--- src/rtl/cam_pkg.sv ---
// Shared types and constants for the camera window front end.
// The optional test-pattern generator is built only when CAM_TEST_PATTERN_EN is defined.
package cam_pkg;

  localparam int DSIZE_DEF  = 8;
  localparam int HCNT_W_DEF = 12;
  localparam int VCNT_W_DEF = 11;
  localparam int SKIP_W_DEF = 4;
  localparam int FCNT_W_DEF = 16;

  // Value of the Cb and Cr bytes in the test pattern (neutral chroma).
  localparam logic [7:0] CAM_CHROMA = 8'h80;

  typedef enum logic [1:0] {
    ST_IDLE   = 2'd0,
    ST_ACTIVE = 2'd1,
    ST_SKIP   = 2'd2
  } cam_state_t;

endpackage

--- src/rtl/cam_sync_cnt.sv ---
// Input register stage (c1), vsync/href edge detection, byte and line counters,
// and measurement of the real line length and frame height.
module cam_sync_cnt
  import cam_pkg::*;
#(
  parameter int DSIZE  = DSIZE_DEF,
  parameter int HCNT_W = HCNT_W_DEF,
  parameter int VCNT_W = VCNT_W_DEF
) (
  input  logic              cam_clk,
  input  logic              cam_rst,
  input  logic [DSIZE-1:0]  cam_data,
  input  logic              cam_href,
  input  logic              cam_vsync,
  output logic [DSIZE-1:0]  data_c1,
  output logic              href_c1,
  output logic              vs_re,
  output logic              href_fe,
  output logic [HCNT_W-1:0] byte_idx,
  output logic [VCNT_W-1:0] line_idx,
  output logic [HCNT_W-1:0] meas_bpl,
  output logic [VCNT_W-1:0] meas_lines
);

  logic vsync_c1;
  logic vsync_c2;
  logic href_c2;

  assign vs_re   = vsync_c1 & ~vsync_c2;
  assign href_fe = ~href_c1 & href_c2;

  // NOTE: all state here uses non-blocking assignments so every register samples
  // the pre-edge values of the others, independent of statement order.
  always_ff @(posedge cam_clk) begin
    if (cam_rst) begin
      data_c1    <= '0;
      href_c1    <= 1'b0;
      vsync_c1   <= 1'b0;
      href_c2    <= 1'b0;
      vsync_c2   <= 1'b0;
      byte_idx   <= '0;
      line_idx   <= '0;
      meas_bpl   <= '0;
      meas_lines <= '0;
    end else begin
      data_c1  <= cam_data;
      href_c1  <= cam_href;
      vsync_c1 <= cam_vsync;
      href_c2  <= href_c1;
      vsync_c2 <= vsync_c1;

      if (href_fe) begin
        meas_bpl <= byte_idx;
      end

      // Frame start wins over everything: a byte arriving in the vs_re cycle is not counted.
      if (vs_re) begin
        meas_lines <= line_idx;
        byte_idx   <= '0;
        line_idx   <= '0;
      end else if (href_fe) begin
        byte_idx <= '0;
        if (line_idx != '1) begin
          line_idx <= line_idx + VCNT_W'(1);
        end
      end else if (href_c1 && (byte_idx != '1)) begin
        byte_idx <= byte_idx + HCNT_W'(1);
      end
    end
  end

endmodule

--- src/rtl/cam_window_if.sv ---
// Camera capture front end: crop window, frame decimation, frame error detection.
// Optional build macro CAM_TEST_PATTERN_EN adds a YUYV test-pattern source.
module cam_window_if
  import cam_pkg::*;
#(
  parameter int DSIZE  = DSIZE_DEF,
  parameter int HCNT_W = HCNT_W_DEF,
  parameter int VCNT_W = VCNT_W_DEF,
  parameter int SKIP_W = SKIP_W_DEF,
  parameter int FCNT_W = FCNT_W_DEF
) (
  input  logic              cam_clk,
  input  logic              cam_rst,
  input  logic [DSIZE-1:0]  cam_data,
  input  logic              cam_href,
  input  logic              cam_vsync,
  input  logic              en_cam,
  input  logic [HCNT_W-1:0] cfg_x0,
  input  logic [HCNT_W-1:0] cfg_w,
  input  logic [VCNT_W-1:0] cfg_y0,
  input  logic [VCNT_W-1:0] cfg_h,
  input  logic [SKIP_W-1:0] cfg_skip,
  input  logic              cfg_tp_en,
  output logic              cam_vld,
  output logic [DSIZE-1:0]  cam_rd_data,
  output logic              cam_sof,
  output logic              cam_eof,
  output logic              frm_err,
  output logic [FCNT_W-1:0] frm_cnt,
  output logic [HCNT_W-1:0] meas_bpl,
  output logic [VCNT_W-1:0] meas_lines
);

  logic [DSIZE-1:0]  data_c1;
  logic              href_c1;
  logic              vs_re;
  logic              href_fe;
  logic [HCNT_W-1:0] byte_idx;
  logic [VCNT_W-1:0] line_idx;

  cam_sync_cnt #(
    .DSIZE  (DSIZE),
    .HCNT_W (HCNT_W),
    .VCNT_W (VCNT_W)
  ) u_sync_cnt (
    .cam_clk    (cam_clk),
    .cam_rst    (cam_rst),
    .cam_data   (cam_data),
    .cam_href   (cam_href),
    .cam_vsync  (cam_vsync),
    .data_c1    (data_c1),
    .href_c1    (href_c1),
    .vs_re      (vs_re),
    .href_fe    (href_fe),
    .byte_idx   (byte_idx),
    .line_idx   (line_idx),
    .meas_bpl   (meas_bpl),
    .meas_lines (meas_lines)
  );

  logic en_meta;
  logic en_sync;

  // Per-frame shadow copy of the window; end values carry one extra bit so x0+w cannot wrap.
  logic [HCNT_W-1:0] x0_sh;
  logic [HCNT_W:0]   x_end_sh;
  logic [VCNT_W-1:0] y0_sh;
  logic [VCNT_W:0]   y_end_sh;
  logic              eof_seen;

  cam_state_t        state;
  cam_state_t        state_nxt;
  logic [SKIP_W-1:0] skip_cnt;
  logic [SKIP_W-1:0] skip_nxt;

  logic             in_x;
  logic             in_y;
  logic             in_win;
  logic             sof_nxt;
  logic             eof_nxt;
  logic             err_nxt;
  logic [DSIZE-1:0] pix;

  // NOTE: every signal written in this block gets a default first, so no path
  // leaves it unassigned and no latch is inferred.
  always_comb begin
    state_nxt = state;
    skip_nxt  = skip_cnt;
    if (vs_re) begin
      if (!en_sync) begin
        state_nxt = ST_IDLE;
      end else if ((skip_cnt == '0) && (cfg_w != '0) && (cfg_h != '0)) begin
        state_nxt = ST_ACTIVE;
        skip_nxt  = cfg_skip;
      end else begin
        state_nxt = ST_SKIP;
        if (skip_cnt != '0) begin
          skip_nxt = skip_cnt - SKIP_W'(1);
        end
      end
    end
  end

  always_comb begin
    in_x    = ({1'b0, byte_idx} >= {1'b0, x0_sh}) && ({1'b0, byte_idx} < x_end_sh);
    in_y    = ({1'b0, line_idx} >= {1'b0, y0_sh}) && ({1'b0, line_idx} < y_end_sh);
    in_win  = (state == ST_ACTIVE) && !vs_re && href_c1 && !eof_seen && in_x && in_y;
    sof_nxt = in_win && (byte_idx == x0_sh) && (line_idx == y0_sh);
    eof_nxt = in_win && ({1'b0, byte_idx} == x_end_sh - 1'b1)
                     && ({1'b0, line_idx} == y_end_sh - 1'b1);
    // A captured frame that reaches the next frame start without its eof is broken.
    err_nxt = vs_re && (state == ST_ACTIVE) && !eof_seen;
  end

`ifdef CAM_TEST_PATTERN_EN
  logic tp_sh;

  always_comb begin
    pix = data_c1;
    if (tp_sh) begin
      unique case (byte_idx[1:0])
        2'b01, 2'b11: pix = DSIZE'(CAM_CHROMA);
        default:      pix = DSIZE'(byte_idx[8:1]);
      endcase
    end
  end
`else
  logic unused_tp_en;

  assign unused_tp_en = cfg_tp_en;
  assign pix          = data_c1;
`endif

  always_ff @(posedge cam_clk) begin
    if (cam_rst) begin
      en_meta     <= 1'b0;
      en_sync     <= 1'b0;
      state       <= ST_IDLE;
      skip_cnt    <= '0;
      x0_sh       <= '0;
      x_end_sh    <= '0;
      y0_sh       <= '0;
      y_end_sh    <= '0;
      eof_seen    <= 1'b0;
      cam_vld     <= 1'b0;
      cam_rd_data <= '0;
      cam_sof     <= 1'b0;
      cam_eof     <= 1'b0;
      frm_err     <= 1'b0;
      frm_cnt     <= '0;
`ifdef CAM_TEST_PATTERN_EN
      tp_sh       <= 1'b0;
`endif
    end else begin
      en_meta  <= en_cam;
      en_sync  <= en_meta;
      state    <= state_nxt;
      skip_cnt <= skip_nxt;

      if (vs_re) begin
        x0_sh    <= cfg_x0;
        x_end_sh <= {1'b0, cfg_x0} + {1'b0, cfg_w};
        y0_sh    <= cfg_y0;
        y_end_sh <= {1'b0, cfg_y0} + {1'b0, cfg_h};
        eof_seen <= 1'b0;
`ifdef CAM_TEST_PATTERN_EN
        tp_sh    <= cfg_tp_en;
`endif
      end else if (eof_nxt) begin
        eof_seen <= 1'b1;
      end

      cam_vld     <= in_win;
      cam_rd_data <= in_win ? pix : '0;
      cam_sof     <= sof_nxt;
      cam_eof     <= eof_nxt;
      frm_err     <= err_nxt;
      if (eof_nxt) begin
        frm_cnt <= frm_cnt + FCNT_W'(1);
      end
    end
  end

endmodule
--- config.mk ---
export PLATFORM = sky130hd
export DESIGN_NAME = cam_window_if
export DESIGN_NICKNAME = d
export VERILOG_FILES = /design/src/rtl/cam_pkg.sv /design/src/rtl/cam_sync_cnt.sv /design/src/rtl/cam_window_if.sv
export SDC_FILE = /design/constraint.sdc
export NUM_CORES = 1
export LEC_CHECK = 0
export ABC_AREA = 1
export BUFFER_PORTS_ARGS = -buffer_cell sky130_fd_sc_hd__buf_4
export CORE_MARGIN = 2
export CORE_UTILIZATION = 50
export DETAILED_ROUTE_END_ITERATION = 12
export PLACE_DENSITY = 0.81
export SKIP_LAST_GASP = 1
export SYNTH_ARGS = -nofsm -noshare
export SYNTH_HDL_FRONTEND = slang
export SYNTH_SLANG_ARGS = --single-unit
--- constraint.sdc ---
create_clock -name cam_clk -period 2.2 [get_ports cam_clk]
set_input_delay 0.44 -clock cam_clk [delete_from_list [all_inputs] [get_ports cam_clk]]
set_output_delay 0.44 -clock cam_clk [all_outputs]
set_load 0.01 [all_outputs]
==> flow_summary.toml <==
[clock_tree]
cts_sinks = 143
insertion_delay_ps = 430
ctsLongestPathBuffers = 2
cts-root-buf = "clkbuf_16"
htreeDepth = 4
cts_buffers = 17
cts_tree = "done"
cts.clk_slew.worst_paths_ps = 60

[run]
drv_cap = 0

[sta]
max_freq_mhz = 434.8
rsz0062_at_grt = "true"
period_needed_ps = 2300
fin_ws_ps = -100.1
setup_viol = 16
skew_ps = 8.677
slew_headroom = 0.6823
min_period_over_period = 1.045
tns_ps = -1011
tightest_slew_ps = 476.6
drv_slew = 0
finalHoldViolCount = 0

[global_routing]
grt_first_pass_wirelength_um = 37440
antenna_found_initial = 0
grt_max_degree = 42
grt.overflow.total = 0
grt_usage = 0.2579
grt_pass1_vias = 8143

[synth]
synth-edff-count = 0
synth_top_family_by_area = "simple AND/OR/NAND/NOR gates"
ys_seq_area_frac = 0.3365
synth.avg_cell_area_um2 = 6.827
ys_ff_latch = 143
yosysMostFrequentCell = "nand2_1"
synth_compound_area_frac = 0.1272
syn_area_um2 = 8507
synth_mux_area_frac = 0
ys_async_sr_fraction = 0
yosys_most_used_dff = "dfxtp_1"
synth_adder_area_share = 0.1150
synth_largest_area_cell = "dfxtp_1"
syn_inst = 1246
synth_nets = 1387
yosys-top-cells-count = "286 x nand2_1, 196 x inv_1, 143 x dfxtp_1"
synth.area.top_cells = "dfxtp_1 34%, nand2_1 13%, ha_1 11%"
yosysWarnings = 0
synth.distinct_cells = 44
synth-simple-area-share = 0.2856
yosysTopAreaCellShare = 0.3365
post_synth_xor_area_fraction = 0.02986

[floorplanning]
row_count = 47
io_pins = 115
start_util = 0.5130
die_w_um = 134.4
die-area_um2 = 18070
core_area_um2 = 16580
die_h_um = 134.4

[routing]
drtAntennaViolNets = 0
dr_total_vias = 8721
wl_um = 24140
firstDrtPassIters = 6
wl_per_cell_um = 14.64
drtIter0Drc = 618
drc_errors = 0
detail_route.vias_per_cell = 5.289

[worst_setup_path]
cp_top_family = "simple AND/OR/NAND/NOR gates"
crit_type = "reg2reg"
worst_setup_path_end_kind = "flop"
timing.critical_path.mode_cell = "nand2_1"
slowest_delay_ps = 370
cp-start-kind = "flop"
crit_required_ps = 2570
path_max_fanout = 7
cp.arrival_ps = 2670
slowest_stage = "dfxtp_2"
crit_buf_inv = 2
path_cells = "ha_4, nand2_2, inv_1, nand2_1, nor2_1, nand2_1, nand2_2, nor2_4, nor2_2, nand4_1, nor2_4, clkbuf_16, nand3_2, nand2_1, nand2_1, nor2_1"

[hold_path]
hp-class = "in2reg"

[layout]
fin_area_um2 = 11250
finalNetCount = 1557
post_route_cells_drive_above_1_share = 0.2407
antenna_cells = 0
areaGrowthSynthToFinish_pct = 32.25

[run_status]
violations = "negative setup slack"
status = "finished with violations"

[placed_design]
port_buffers = 113
postPlaceCellArea_um2 = 9980
hpwl_um = 17380
gp_congestion = 0.9207

[power_and_ir_drop]
total_power_mw = 7.247
ir_worst_vdd_v = 0.0005945
p_leak_nw = 5.292
powerDensity_nw_per_um2 = 644.2
-- placed cells by master (no fill, tap or decap), drive strengths merged, types with 12 or more instances in the layout --
cell type    n
nand2      287
inv        204
buf        177
dfxtp      143
nor2       134
o21ai       89
a21oi       79
ha          75
nand3       71
nand4       29
clkbuf      21
nor3        20
xor2        17
xnor2       12
-- repair_timing --
action                                  CTS  global route
gates resized for setup                   1           136
endpoints found under the setup margin   14            28
pin swaps                                 1            43
hold endpoints to repair                  0             0
gates cloned                              0             3
hold buffers                              0             0
setup buffers                             1             5
-- metrics by stage --
stage | util | setup slack (ps) | cells | hold WS [ps]
finish | 0.6784 | -100.1 | 1649 | 220.2
global route | 0.6784 | -223.4 | 1649 | 217.1
CTS | 0.6397 | 1.943 | 1641 | 215.5
detailed placement | 0.6018 | -159.5 | 1608 | 393.1
global placement | 0.6018 | -116.2 | 1608 | 394.3
floorplan | - | 16.91 | 1246 | 388.3
-- power by group --
group | leakage, nW | internal [mW] | switching (mW)
Combinational | 3.82 | 0.588 | 0.877
Clock | 0.290 | 1.90 | 1.16
Sequential | 1.18 | 2.67 | 0.0566
Total | 5.29 | 5.16 | 2.09
-- worst min-delay path, delay by kind of cell --
kind | cells | cell delay (ps)
buffers and inverters | 2 | 100
AND/OR/NAND/NOR | 1 | 60
-- state kept, by name, indices dropped and copies added, names as in the netlist, 2 cells and up --
| signal | cells |
|---|---|
| cam_rd_data | 8 |
| frm_cnt | 16 |
| skip_cnt | 4 |
| state | 2 |
| u_sync_cnt.byte_idx | 12 |
| u_sync_cnt.data_c1 | 8 |
| u_sync_cnt.line_idx | 11 |
| u_sync_cnt.meas_bpl | 12 |
| u_sync_cnt.meas_lines | 11 |
| x0_sh | 12 |
| x_end_sh | 13 |
| y0_sh | 11 |
| y_end_sh | 12 |
-- cell type report --
cell class | instances | area (um^2)
clock buffers | 19 | 432.9
fillers | 1366 | 5333
clock inverters | 13 | 186.4
multi-input cells | 871 | 5224
well taps | 220 | 275.3
repair buffers | 179 | 1440
inverters | 204 | 770.7
flip-flops and latches | 143 | 2922
-- path summary, 6_finish.rpt --
check | startpoint | end | slack (ps) | cells past startpoint
setup / recovery | u_sync_cnt.line_idx[3] | frm_cnt[12] | -100 | 16
hold / removal | cam_data[4] | u_sync_cnt.data_c1[4] | 220 | 3
setup reg to reg | u_sync_cnt.line_idx[3] | frm_cnt[12] | -100 | 16
hold reg to reg | en_meta | en_sync | 400 | 2
-- kinds of logic after synthesis --
kind of cell,after synthesis
buffers and inverters,232
AND/OR/NAND/NOR,564
flip-flops,143
XOR/XNOR,29
AO/OA/AOI/OAI,201
adder cells (fa/ha/maj),77
-- metal layers --
layer | GRT usage | vias to the layer above | share of wire
li1 | - | 4381 | -
met1 | 0.3112 | 3995 | 0.43
met5 | 0 | - | 0
met3 | 0.04384 | 63 | 0.048
met4 | 0.1263 | 0 | 0.040
met2 | 0.4442 | 282 | 0.48
Note: power is estimated with default switching activity, not from simulation.
